$ cat config.mk
export PLATFORM = sky130hd
export DESIGN_NAME = pcf8575_target
export DESIGN_NICKNAME = d
export VERILOG_FILES = /design/src/rtl/pcf8575_pkg.sv /design/src/rtl/pcf8575_i2c_sync_edge.sv /design/src/rtl/pcf8575_target.sv
export SDC_FILE = /design/constraint.sdc
export NUM_CORES = 1
export LEC_CHECK = 0
export CORE_AREA = 8 8 134 136
export CTS_CLUSTER_DIAMETER = 40
export DETAILED_ROUTE_END_ITERATION = 10
export DIE_AREA = 0 0 142 144
export GPL_TIMING_DRIVEN = 0
export PLACE_DENSITY = 0.48
export REMOVE_ABC_BUFFERS = 1
export SLEW_MARGIN = 20
export SYNTH_ARGS = -nofsm -noshare
export SYNTH_HDL_FRONTEND = slang
export SYNTH_SLANG_ARGS = --single-unit
$ cat constraint.sdc
create_clock -name clk -period 2.15 [get_ports clk]
set_input_delay 0.645 -clock clk [delete_from_list [all_inputs] [get_ports clk]]
set_output_delay 0.645 -clock clk [all_outputs]
set_load 0.005 [all_outputs]
$ cat src/rtl/pcf8575_pkg.sv
// rtl/pcf8575_pkg.sv - shared types and constants for the PCF8575 target emulator
package pcf8575_pkg;

  typedef enum logic [2:0] {
    ST_IDLE,
    ST_ADDR,
    ST_ADDR_ACK,
    ST_WR_DATA,
    ST_WR_ACK,
    ST_RD_DATA,
    ST_RD_ACK,
    ST_WAIT_STOP
  } state_e;

  localparam logic [6:0] DEFAULT_ADDR = 7'h20;
  localparam logic       ACK_BIT      = 1'b0;
  localparam logic       NACK_BIT     = 1'b1;

endpackage

$ cat src/rtl/pcf8575_i2c_sync_edge.sv
// rtl/pcf8575_i2c_sync_edge.sv - SCL/SDA synchronizers with edge and START/STOP pulses
module i2c_sync_edge (
  input  logic clk,
  input  logic rst,
  input  logic scl_i,
  input  logic sda_i,
  output logic sda_s_o,
  output logic scl_rise_o,
  output logic scl_fall_o,
  output logic start_o,
  output logic stop_o
);

  // [1] is the synchronized value, [2] its previous sample for edge detection
  logic [2:0] scl_q;
  logic [2:0] sda_q;

  always_ff @(posedge clk) begin
    if (rst) begin
      scl_q <= 3'b111;
      sda_q <= 3'b111;
    end else begin
      scl_q <= {scl_q[1:0], scl_i};
      sda_q <= {sda_q[1:0], sda_i};
    end
  end

  assign sda_s_o    = sda_q[1];
  assign scl_rise_o = scl_q[1] & ~scl_q[2];
  assign scl_fall_o = ~scl_q[1] & scl_q[2];
  assign start_o    = scl_q[1] & scl_q[2] & ~sda_q[1] & sda_q[2];
  assign stop_o     = scl_q[1] & scl_q[2] & sda_q[1] & ~sda_q[2];

endmodule

$ cat src/rtl/pcf8575_target.sv
// rtl/pcf8575_target.sv - I2C target emulating a PCF8575 16-bit I/O expander
module pcf8575_target
  import pcf8575_pkg::*;
#(
  parameter logic [6:0] ADDR     = DEFAULT_ADDR,
  parameter int         SDA_HOLD = 4
) (
  input  logic        clk,
  input  logic        rst,
  input  logic        scl_i,
  input  logic        sda_i,
  output logic        sda_oe,
  input  logic [15:0] port_in,
  output logic [15:0] port_out,
  output logic        int_n,
  output logic        wr_commit
);

  logic sda_s, scl_rise, scl_fall, start_p, stop_p;

  i2c_sync_edge u_sync (
    .clk       (clk),
    .rst       (rst),
    .scl_i     (scl_i),
    .sda_i     (sda_i),
    .sda_s_o   (sda_s),
    .scl_rise_o(scl_rise),
    .scl_fall_o(scl_fall),
    .start_o   (start_p),
    .stop_o    (stop_p)
  );

  state_e      state_q, state_d;
  logic [2:0]  bit_cnt_q;
  logic [7:0]  shift_q, tx_q, staged_q, hold_cnt_q;
  logic        rw_q, byte_idx_q, ack_rise_q;
  logic [15:0] pin_s1_q, pin_s2_q, ref_q, snap_q, port_out_q;
  logic        int_n_q, wr_commit_q, sda_oe_q, pend_q, pend_bit_q;

  logic        in_data, byte_end, addr_hit, ack_end;
  logic [7:0]  rx_byte, next_rd_byte;
  logic        drive_req, drive_bit, int_clr, stage, commit, tx_first, tx_shift, tx_next;

  assign in_data      = state_q inside {ST_ADDR, ST_WR_DATA, ST_RD_DATA};
  assign byte_end     = scl_rise && in_data && (bit_cnt_q == 3'd7);
  assign rx_byte      = {shift_q[6:0], sda_s};
  assign addr_hit     = (rx_byte[7:1] == ADDR);
  assign ack_end      = scl_fall && ack_rise_q;
  // byte_idx_q=1 means byte1 was just sent, so the next byte starts a fresh snapshot
  assign next_rd_byte = byte_idx_q ? pin_s2_q[7:0] : snap_q[15:8];

  always_ff @(posedge clk) begin
    if (rst) state_q <= ST_IDLE;
    else     state_q <= state_d;
  end

  always_comb begin
    state_d = state_q;
    if (start_p) begin
      state_d = ST_ADDR;
    end else if (stop_p) begin
      state_d = ST_IDLE;
    end else begin
      case (state_q)
        ST_ADDR:     if (byte_end) state_d = addr_hit ? ST_ADDR_ACK : ST_WAIT_STOP;
        ST_ADDR_ACK: if (ack_end) state_d = rw_q ? ST_RD_DATA : ST_WR_DATA;
        ST_WR_DATA:  if (byte_end) state_d = ST_WR_ACK;
        ST_WR_ACK:   if (ack_end) state_d = ST_WR_DATA;
        ST_RD_DATA:  if (byte_end) state_d = ST_RD_ACK;
        ST_RD_ACK: begin
          if (scl_rise && (sda_s == NACK_BIT)) state_d = ST_WAIT_STOP;
          else if (ack_end)                    state_d = ST_RD_DATA;
        end
        default:     state_d = state_q;
      endcase
    end
  end

  always_comb begin
    drive_req = 1'b0;
    drive_bit = NACK_BIT;
    int_clr   = 1'b0;
    stage     = 1'b0;
    commit    = 1'b0;
    tx_first  = 1'b0;
    tx_shift  = 1'b0;
    tx_next   = 1'b0;
    if (!start_p && !stop_p) begin
      case (state_q)
        ST_ADDR: int_clr = byte_end && addr_hit;
        ST_ADDR_ACK: begin
          if (scl_fall && !ack_rise_q) begin
            drive_req = 1'b1;
            drive_bit = ACK_BIT;
          end else if (ack_end) begin
            drive_req = 1'b1;
            if (rw_q) begin
              drive_bit = snap_q[7];
              tx_first  = 1'b1;
            end
          end
        end
        ST_WR_ACK: begin
          if (scl_fall && !ack_rise_q) begin
            drive_req = 1'b1;
            drive_bit = ACK_BIT;
          end else if (ack_end) begin
            drive_req = 1'b1;
            stage     = !byte_idx_q;
            commit    = byte_idx_q;
          end
        end
        ST_RD_DATA: begin
          if (scl_fall) begin
            drive_req = 1'b1;
            drive_bit = tx_q[6];
            tx_shift  = 1'b1;
          end
        end
        ST_RD_ACK: begin
          if (scl_fall && !ack_rise_q) begin
            drive_req = 1'b1;
          end else if (ack_end) begin
            drive_req = 1'b1;
            drive_bit = next_rd_byte[7];
            tx_next   = 1'b1;
          end
        end
        default: ;
      endcase
    end
  end

  always_ff @(posedge clk) begin
    if (rst) begin
      bit_cnt_q   <= '0;
      shift_q     <= '0;
      tx_q        <= '0;
      staged_q    <= '0;
      hold_cnt_q  <= '0;
      rw_q        <= 1'b0;
      byte_idx_q  <= 1'b0;
      ack_rise_q  <= 1'b0;
      pin_s1_q    <= 16'hFFFF;
      pin_s2_q    <= 16'hFFFF;
      ref_q       <= 16'hFFFF;
      snap_q      <= 16'hFFFF;
      port_out_q  <= 16'hFFFF;
      int_n_q     <= 1'b1;
      wr_commit_q <= 1'b0;
      sda_oe_q    <= 1'b0;
      pend_q      <= 1'b0;
      pend_bit_q  <= NACK_BIT;
    end else begin
      pin_s1_q    <= port_in;
      pin_s2_q    <= pin_s1_q;
      wr_commit_q <= commit;

      // the clear samples the current inputs, so a same-cycle change lands in the reference
      if (int_clr) begin
        ref_q   <= pin_s2_q;
        snap_q  <= pin_s2_q;
        int_n_q <= 1'b1;
      end else if (pin_s2_q != ref_q) begin
        int_n_q <= 1'b0;
      end

      if (start_p || stop_p) begin
        bit_cnt_q  <= '0;
        byte_idx_q <= 1'b0;
        ack_rise_q <= 1'b0;
        sda_oe_q   <= 1'b0;
        pend_q     <= 1'b0;
      end else begin
        if (scl_rise && in_data) bit_cnt_q <= bit_cnt_q + 3'd1;
        if (scl_rise && (state_q inside {ST_ADDR, ST_WR_DATA})) shift_q <= rx_byte;
        if (byte_end && (state_q == ST_ADDR)) rw_q <= sda_s;

        if (byte_end) ack_rise_q <= 1'b0;
        else if (scl_rise && (state_q inside {ST_ADDR_ACK, ST_WR_ACK, ST_RD_ACK})) ack_rise_q <= 1'b1;

        if (stage) begin
          staged_q   <= shift_q;
          byte_idx_q <= 1'b1;
        end
        if (commit) begin
          port_out_q <= {shift_q, staged_q};
          byte_idx_q <= 1'b0;
        end
        if (tx_first) begin
          tx_q       <= snap_q[7:0];
          byte_idx_q <= 1'b0;
        end
        if (tx_shift) tx_q <= {tx_q[6:0], 1'b0};
        if (tx_next) begin
          tx_q       <= next_rd_byte;
          byte_idx_q <= ~byte_idx_q;
          if (byte_idx_q) snap_q <= pin_s2_q;
        end

        // SDA only moves SDA_HOLD clocks after the SCL fall that requested it
        if (drive_req) begin
          pend_q     <= 1'b1;
          pend_bit_q <= drive_bit;
          hold_cnt_q <= 8'(SDA_HOLD - 1);
        end else if (pend_q) begin
          if (hold_cnt_q == 8'd0) begin
            sda_oe_q <= ~pend_bit_q;
            pend_q   <= 1'b0;
          end else begin
            hold_cnt_q <= hold_cnt_q - 8'd1;
          end
        end
      end
    end
  end

  assign sda_oe    = sda_oe_q;
  assign port_out  = port_out_q;
  assign int_n     = int_n_q;
  assign wr_commit = wr_commit_q;

endmodule
# [Word-level counts from Yosys, hierarchy flattened]
# Index checks and enable logic that the tools add are counted.
[word_totals] register_bits=131 in_bits=20 output_inout_bits=19 wordCells=164
[classes] addsub=2 n_eq_ne=22 mux=64 n_bitwise=15 n_reduce_logical=39
[ops] operator="$mux 16" n=4
[ops] operator="$mux 1" n=41
[ops] operator="$mux 8" n=4
[ops] operator="$mux 3" n=9
[ops] operator="$mux 7" n=3
[ops] operator="$ne 4x4->1 const B" n=5
[ops] operator="$pmux 3 s6" n=1
[ops] operator="$ne 16x16->1" n=1
[ops] operator="$reduce_and 7->1" n=2
[ops] operator="$eq 3x3->1 const B" n=4
[ops] operator="$ne 2x2->1 const B" n=6
[ops] operator="$reduce_and 2->1" n=6
[ops] operator="$logic_and 1x1->1" n=10
[ops] operator="$reduce_bool 3->1" n=3
[ops] operator="$reduce_or 3->1" n=3
[ops] operator="$logic_not 8->1" n=1
[ops] operator="$not 1->1" n=8
[ops] operator="$reduce_bool 8->1" n=1
[ops] operator="$sub 8x1->8 const B" n=1
[ops] operator="$and 1x1->1" n=7
[ops] operator="$eq 7x6->1 const B" n=1
[ops] operator="$eq 3x2->1 const B" n=2
[ops] operator="$reduce_and 3->1" n=2
[ops] operator="$reduce_bool 6->1" n=1
[ops] operator="11 further kinds" n=16

# [Depth between registers and ports, before layout]
# Gate-level depths: netlist of run 1.
[logic_depth] word_depth=11 mapped_depth=9 depth_no_buf=7

# [By module]
# From an unflattened synthesis of run 1, not the netlist that was laid out.
[hier_totals] cells_unflattened=570 hier_area_um2=5408.9
[by_module_without_submodules] mod="pcf8575_target" n_inst=1 cells_each=554 area_per_inst_um2=5218.8 seq_area_each_um2=2502.4
[by_module_without_submodules] mod="i2c_sync_edge" n_inst=1 cells_each=16 area_per_inst_um2=190.2 seq_area_each_um2=120.1

# [Least setup slack after synthesis of run 1]
# OpenSTA, ideal clock, no wires.
[synth_path] kind="register to register" from="register bit_cnt_q[0]" to="register snap_q[13]" setup_ns=0.120 arrival_time_ns=1.850 required_time_ns=2.030 setup_slack_ns=0.180 stages_incl_launch_ff=10 path_buffers=2 synth_period_minus_slack_ns=1.970 cell_sequence="dfxtp_1 > ha_1 > ha_1 > nand4bb_4 > and4bb_1 > buf_6 > a41oi_4 > buf_6 > nor2b_1 > a211o_1"
[synth_between] elab_chain_cells=9
[synth_rtl] item="start: declaration" line_no="pcf8575_target.sv:34" rtl="logic [2:0] bit_cnt_q;"
[synth_rtl] item="start signal: assignment" line_no="pcf8575_target.sv:175" rtl="if (scl_rise && in_data) bit_cnt_q <= bit_cnt_q + 3'd1;"
[synth_rtl] item="$eq 3x3->1 *" line_no="pcf8575_target.sv:45" rtl="assign byte_end = scl_rise && in_data && (bit_cnt_q == 3'd7);"
[synth_rtl] item="$logic_and 1x1->1 *" line_no="pcf8575_target.sv:45"
[synth_rtl] item="$logic_and 1x1->1 *" line_no="pcf8575_target.sv:90" rtl="ST_ADDR: int_clr = byte_end && addr_hit;"
[synth_rtl] item="$mux 1 *" line_no="pcf8575_target.sv:89" rtl="case (state_q)"
[synth_rtl] item="$mux 1 *" line_no="pcf8575_target.sv:88" rtl="if (!start_p && !stop_p) begin"
[synth_rtl] item="$mux 16 *" line_no="pcf8575_target.sv:160" rtl="if (int_clr) begin"
[synth_rtl] item="$mux 16" line_no="pcf8575_target.sv:198" rtl="if (byte_idx_q) snap_q <= pin_s2_q;"
[synth_rtl] item="$mux 16" line_no="pcf8575_target.sv:195" rtl="if (tx_next) begin"
[synth_rtl] item="$mux 16 *" line_no="pcf8575_target.sv:168" rtl="if (start_p || stop_p) begin"
[synth_rtl] item="end signal: assignment" line_no="pcf8575_target.sv:162" rtl="snap_q <= pin_s2_q;"
[synth_rtl] item="end signal: assignment" line_no="pcf8575_target.sv:198"
[synth_rtl] item="end: declaration" line_no="pcf8575_target.sv:37" rtl="logic [15:0] pin_s1_q, pin_s2_q, ref_q, snap_q, port_out_q;"
# Every way passes the cells marked *; elsewhere a longest branch is shown, timed or not.
# A chain may end at the register's enable or synchronous reset.

# [Final worst setup path of run 1]
[layout_path] from="register u_sync.scl_q[1]" to="register state_q[0]"
[layout_between] elab_chain_cells=6 word_cells_on_any_way=24 classes_between="eq/ne (6); mux (4); bitwise (8); reduce/logical (6)"
[layout_rtl] item="start: declaration" line_no="pcf8575_i2c_sync_edge.sv:15" rtl="logic [2:0] scl_q;"
[layout_rtl] item="start signal: assignment" line_no="pcf8575_i2c_sync_edge.sv:23" rtl="scl_q <= {scl_q[1:0], scl_i};"
[layout_rtl] item="$and 1x1->1" line_no="pcf8575_i2c_sync_edge.sv:29" rtl="assign scl_rise_o = scl_q[1] & ~scl_q[2];"
[layout_rtl] item="$logic_and 1x1->1" line_no="pcf8575_target.sv:71" rtl="if (scl_rise && (sda_s == NACK_BIT)) state_d = ST_WAIT_STOP;"
[layout_rtl] item="$mux 3" line_no="pcf8575_target.sv:71"
[layout_rtl] item="$pmux 3 s6" line_no="pcf8575_target.sv:64" rtl="case (state_q)"
[layout_rtl] item="$mux 1" line_no="pcf8575_target.sv:61" rtl="end else if (stop_p) begin"
[layout_rtl] item="$mux 1" line_no="pcf8575_target.sv:59" rtl="if (start_p) begin"
[layout_rtl] item="end signal: assignment" line_no="pcf8575_target.sv:54" rtl="else state_q <= state_d;"
[layout_rtl] item="end: declaration" line_no="pcf8575_target.sv:33" rtl="state_e state_q, state_d;"
# Parallel ways exist; a longest one is shown, timed or not.

==> impl_metrics.toml, run 1 <==
[outcome]
outcome = "finished clean"

[sta]
period_minus_slack_ns = 2.01
min_period_over_period = 0.933
maxSlewHeadroom = 0.455
fmax_mhz = 498
finClkSkew_ns = 0.0141
worstMarginPinSlew_ns = 0.816
hold_viol_final = 0
grt_setup_unrepaired = "no"
finalSetupViolCount = 0
drv_slew = 0

[clocking]
clock_sinks = 131
cts_root_buf = "clkbuf_16"
insertion_delay_ns = 0.42
clk_pin_slew_ns = 0.05
cts_buffers = 17
cts_max_path_buffers = 2
cts_tree = "done"
h-tree-depth = 4

[drt]
drt_first_pass_iters = 4
wirelength_um = 11200
routedWlPerCell_um = 13.4
viasPerCell = 4.73
wl_met2_um = 5270
wl_met1_um = 5500
dr_wl_met3_um = 310
initialDrtViolationCount = 242
vias = 3942
maxUsedRoutingLayer = "met4"
postRouteAntennaNets = 0
route.detailed.drc = 0

[pwr]
leakage_nw = 2.52
vdd_drop_max_mv = 0.513
cellPowerDensity_nw_per_um2 = 795

[floorplanning]
dieHeight_um = 144
ioPinCount = 39
core_area_sq_um = 16100
initial_utilization = 0.337
chipWidth_um = 142
rows = 47
dieArea_sq_um = 20400

[critical_path]
r2r_cells = 5
cp_max_fo = 12
r2r_slack_ns = 0.14
regToRegEndpoint = "state_q[0]$_SDFFE_PP0P_"
worstSetupPathType = "reg -> reg"
reg2reg_from = "u_sync.scl_q[1]$_SDFF_PP1_"
endpoint = "state_q[0]$_SDFFE_PP0P_"
worstSetupEndpointType = "flip-flop"
startpoint_type = "flip-flop"
critPathRequiredTime_ns = 2.42
startpoint = "u_sync.scl_q[1]$_SDFF_PP1_"
worstPathArrival_ns = 2.28

[cells_and_area]
syn_to_final_growth_pct = 21.5
drive_above_1_share = 0.173
final_nets = 627
final_cell_mix = "128 x dfxtp_1, 89 x nand2_1, 41 x or2_2, 37 x clkdlybuf4s50_1"
stdcell_count = 834
diodes = 0
final_common_cell = "dfxtp_1"
design_area_sq_um = 6570
fillers = 1608

[global_routing]
grt_max_degree = 62
grt_overflow = 0
grt_pass1_vias = 3859
antenna_found_initial = 0
grt_usage = 0.117
grt_pass1_wl_um = 19300

[placed_design]
dp_cells = 794
io_buffers = 38
place.gp.congestion = 0.739
hpwlAfterDp_um = 6960
placed_cell_area_sq_um = 5900

[synthesis]
syn_area_sq_um = 5410
yosysSeqAreaShare = 0.485
ys.flop_type = "dfxtp_1"
yosysTopAreaCellShare = 0.485
ys_top_cells_by_area = "dfxtp_1 49%, nand2_1 6.2%, or2_2 4.7%"
syn_inst = 572
yosys_warnings = 0
yosysUniqueCellTypes = 56
async_flop_share = 0
synth_edf_count = 0
synth_area_leader_cell = "dfxtp_1"
synth_area_per_cell_sq_um = 9.45
synth-seq-cells = 131

[hold_path]
hp-class = "reg -> reg"

[job]
drv_cap = 0
worst max-delay path, cell delays in order (launching register included):
cell      delay [ns]
dfxtp_1         0.59
nand3b_1        0.38
a21boi_0        0.21
or3_1           0.47
nor3_1          0.16
nor3_1          0.06
sequential cells by signal, indices dropped and copies added (netlist names), 3 cells and up:
| signal | flops |
|---|---|
| bit_cnt_q | 3 |
| hold_cnt_q | 8 |
| pin_s1_q | 16 |
| pin_s2_q | 16 |
| port_out | 16 |
| ref_q | 16 |
| shift_q | 8 |
| snap_q | 16 |
| staged_q | 8 |
| state_q | 3 |
| tx_q | 7 |
| u_sync.scl_q | 3 |
| u_sync.sda_q | 3 |
layout make-up:
type	instances	area [sq um]	area share
clock buffer	25	495	0.0755
timing repair buffer	49	470	0.0716
clock inverter	5	27.5	0.00419
multi-input combinational	398	2650	0.403
sequential	131	2630	0.400
inverter	6	22.5	0.00343
tap	220	275	0.0419
metal layers:
layer,GRT usage,vias up
li1,-,2017
met1,0.141,1870
met2,0.193,46
met3,0.0373,9
met4,0.0424,0
met5,0,-
synth_stat cells, drive strengths merged (2+ instances only):
cell	n
nand2b	3
or3	2
and3b	2
inv	6
and3	2
nand2	89
nor2b	22
a21oi	20
nand3b	34
ha	4
a211o	16
nor4	4
clkbuf	24
o21ai	9
nor4b	2
or2	41
o22ai	7
nor3	6
o311ai	2
buf	14
nand3	7
and2	2
nand4b	2
mux2	7
a2111oi	2
nor3b	2
a311oi	2
nor2	34
mux2i	19
xnor2	24
nand4	3
o211ai	2
dfxtp	131
a211oi	10
per-stage QoR:
step           setup WS, ns  power (mW)  TNS [ns]  hold WS, ns  utilization
2_1_floorplan        -0.587        2.62     -7.39        0.389            -
3_3_place_gp          -2.55        2.71   -272.24        0.392        0.366
3_5_place_dp         -0.845        2.71    -23.99        0.392        0.367
4_1_cts              0.0399        5.30         0        0.405        0.406
5_1_grt             0.00257        5.44         0        0.409        0.409
6_report              0.144        5.22         0        0.404        0.409
power breakdown:
group,internal [mW],total [mW],switching [mW]
sequential,2.47,2.50,0.0335
combinational,0.0902,0.157,0.0668
clock,1.57,2.56,0.991
total,4.13,5.22,1.09
worst min path at each step:
stage | cells past startpoint | slack (ns) | start | to
final | 1 | 0.40 | pin_s1_q[12]$_SDFF_PP1_ | pin_s2_q[12]$_SDFF_PP1_
after global routing | 1 | 0.41 | pin_s1_q[6]$_SDFF_PP1_ | pin_s2_q[6]$_SDFF_PP1_
after CTS | 1 | 0.40 | pin_s1_q[12]$_SDFF_PP1_ | pin_s2_q[12]$_SDFF_PP1_
after detailed placement | 1 | 0.39 | pin_s1_q[12]$_SDFF_PP1_ | pin_s2_q[12]$_SDFF_PP1_
after global placement | 1 | 0.39 | pin_s1_q[11]$_SDFF_PP1_ | pin_s2_q[11]$_SDFF_PP1_
after floorplan | 1 | 0.39 | pin_s1_q[0]$_SDFF_PP1_ | pin_s2_q[0]$_SDFF_PP1_
repair_timing:
item	in CTS	in global routing
hold buffers	0	0
pin swaps	1	1
gates resized for setup	10	5
gates cloned	1	0
setup buffers	6	3
setup endpoints to repair	75	30
cell families after synthesis:
group                      synth area share
and+or+nand+nor                       0.262
buffers and inverters                0.0398
DFF                                   0.485
AOI/OAI and AO/OA                     0.113
xor gates and xnor gates             0.0405
muxes                                0.0498
adders and majority gates           0.00926
(Power assumes the default switching activity.)
==> inputs of run 2 (changes only) <==
==> constraint.sdc (replaced) <==
create_clock -name clk -period 2.15 [get_ports clk]
set_input_delay 0.215 -clock clk [delete_from_list [all_inputs] [get_ports clk]]
set_output_delay 0.215 -clock clk [all_outputs]
set_load 0.005 [all_outputs]
==> results of run 2 <==
The final DEF is identical to that of run 1. Status: finished clean.
Main changes from that run: hold slack 0.404 ns -> 0.311 ns; end point of the worst hold path pin_s2_q[12]$_SDFF_PP1_ -> pend_q$_SDFF_PP0_
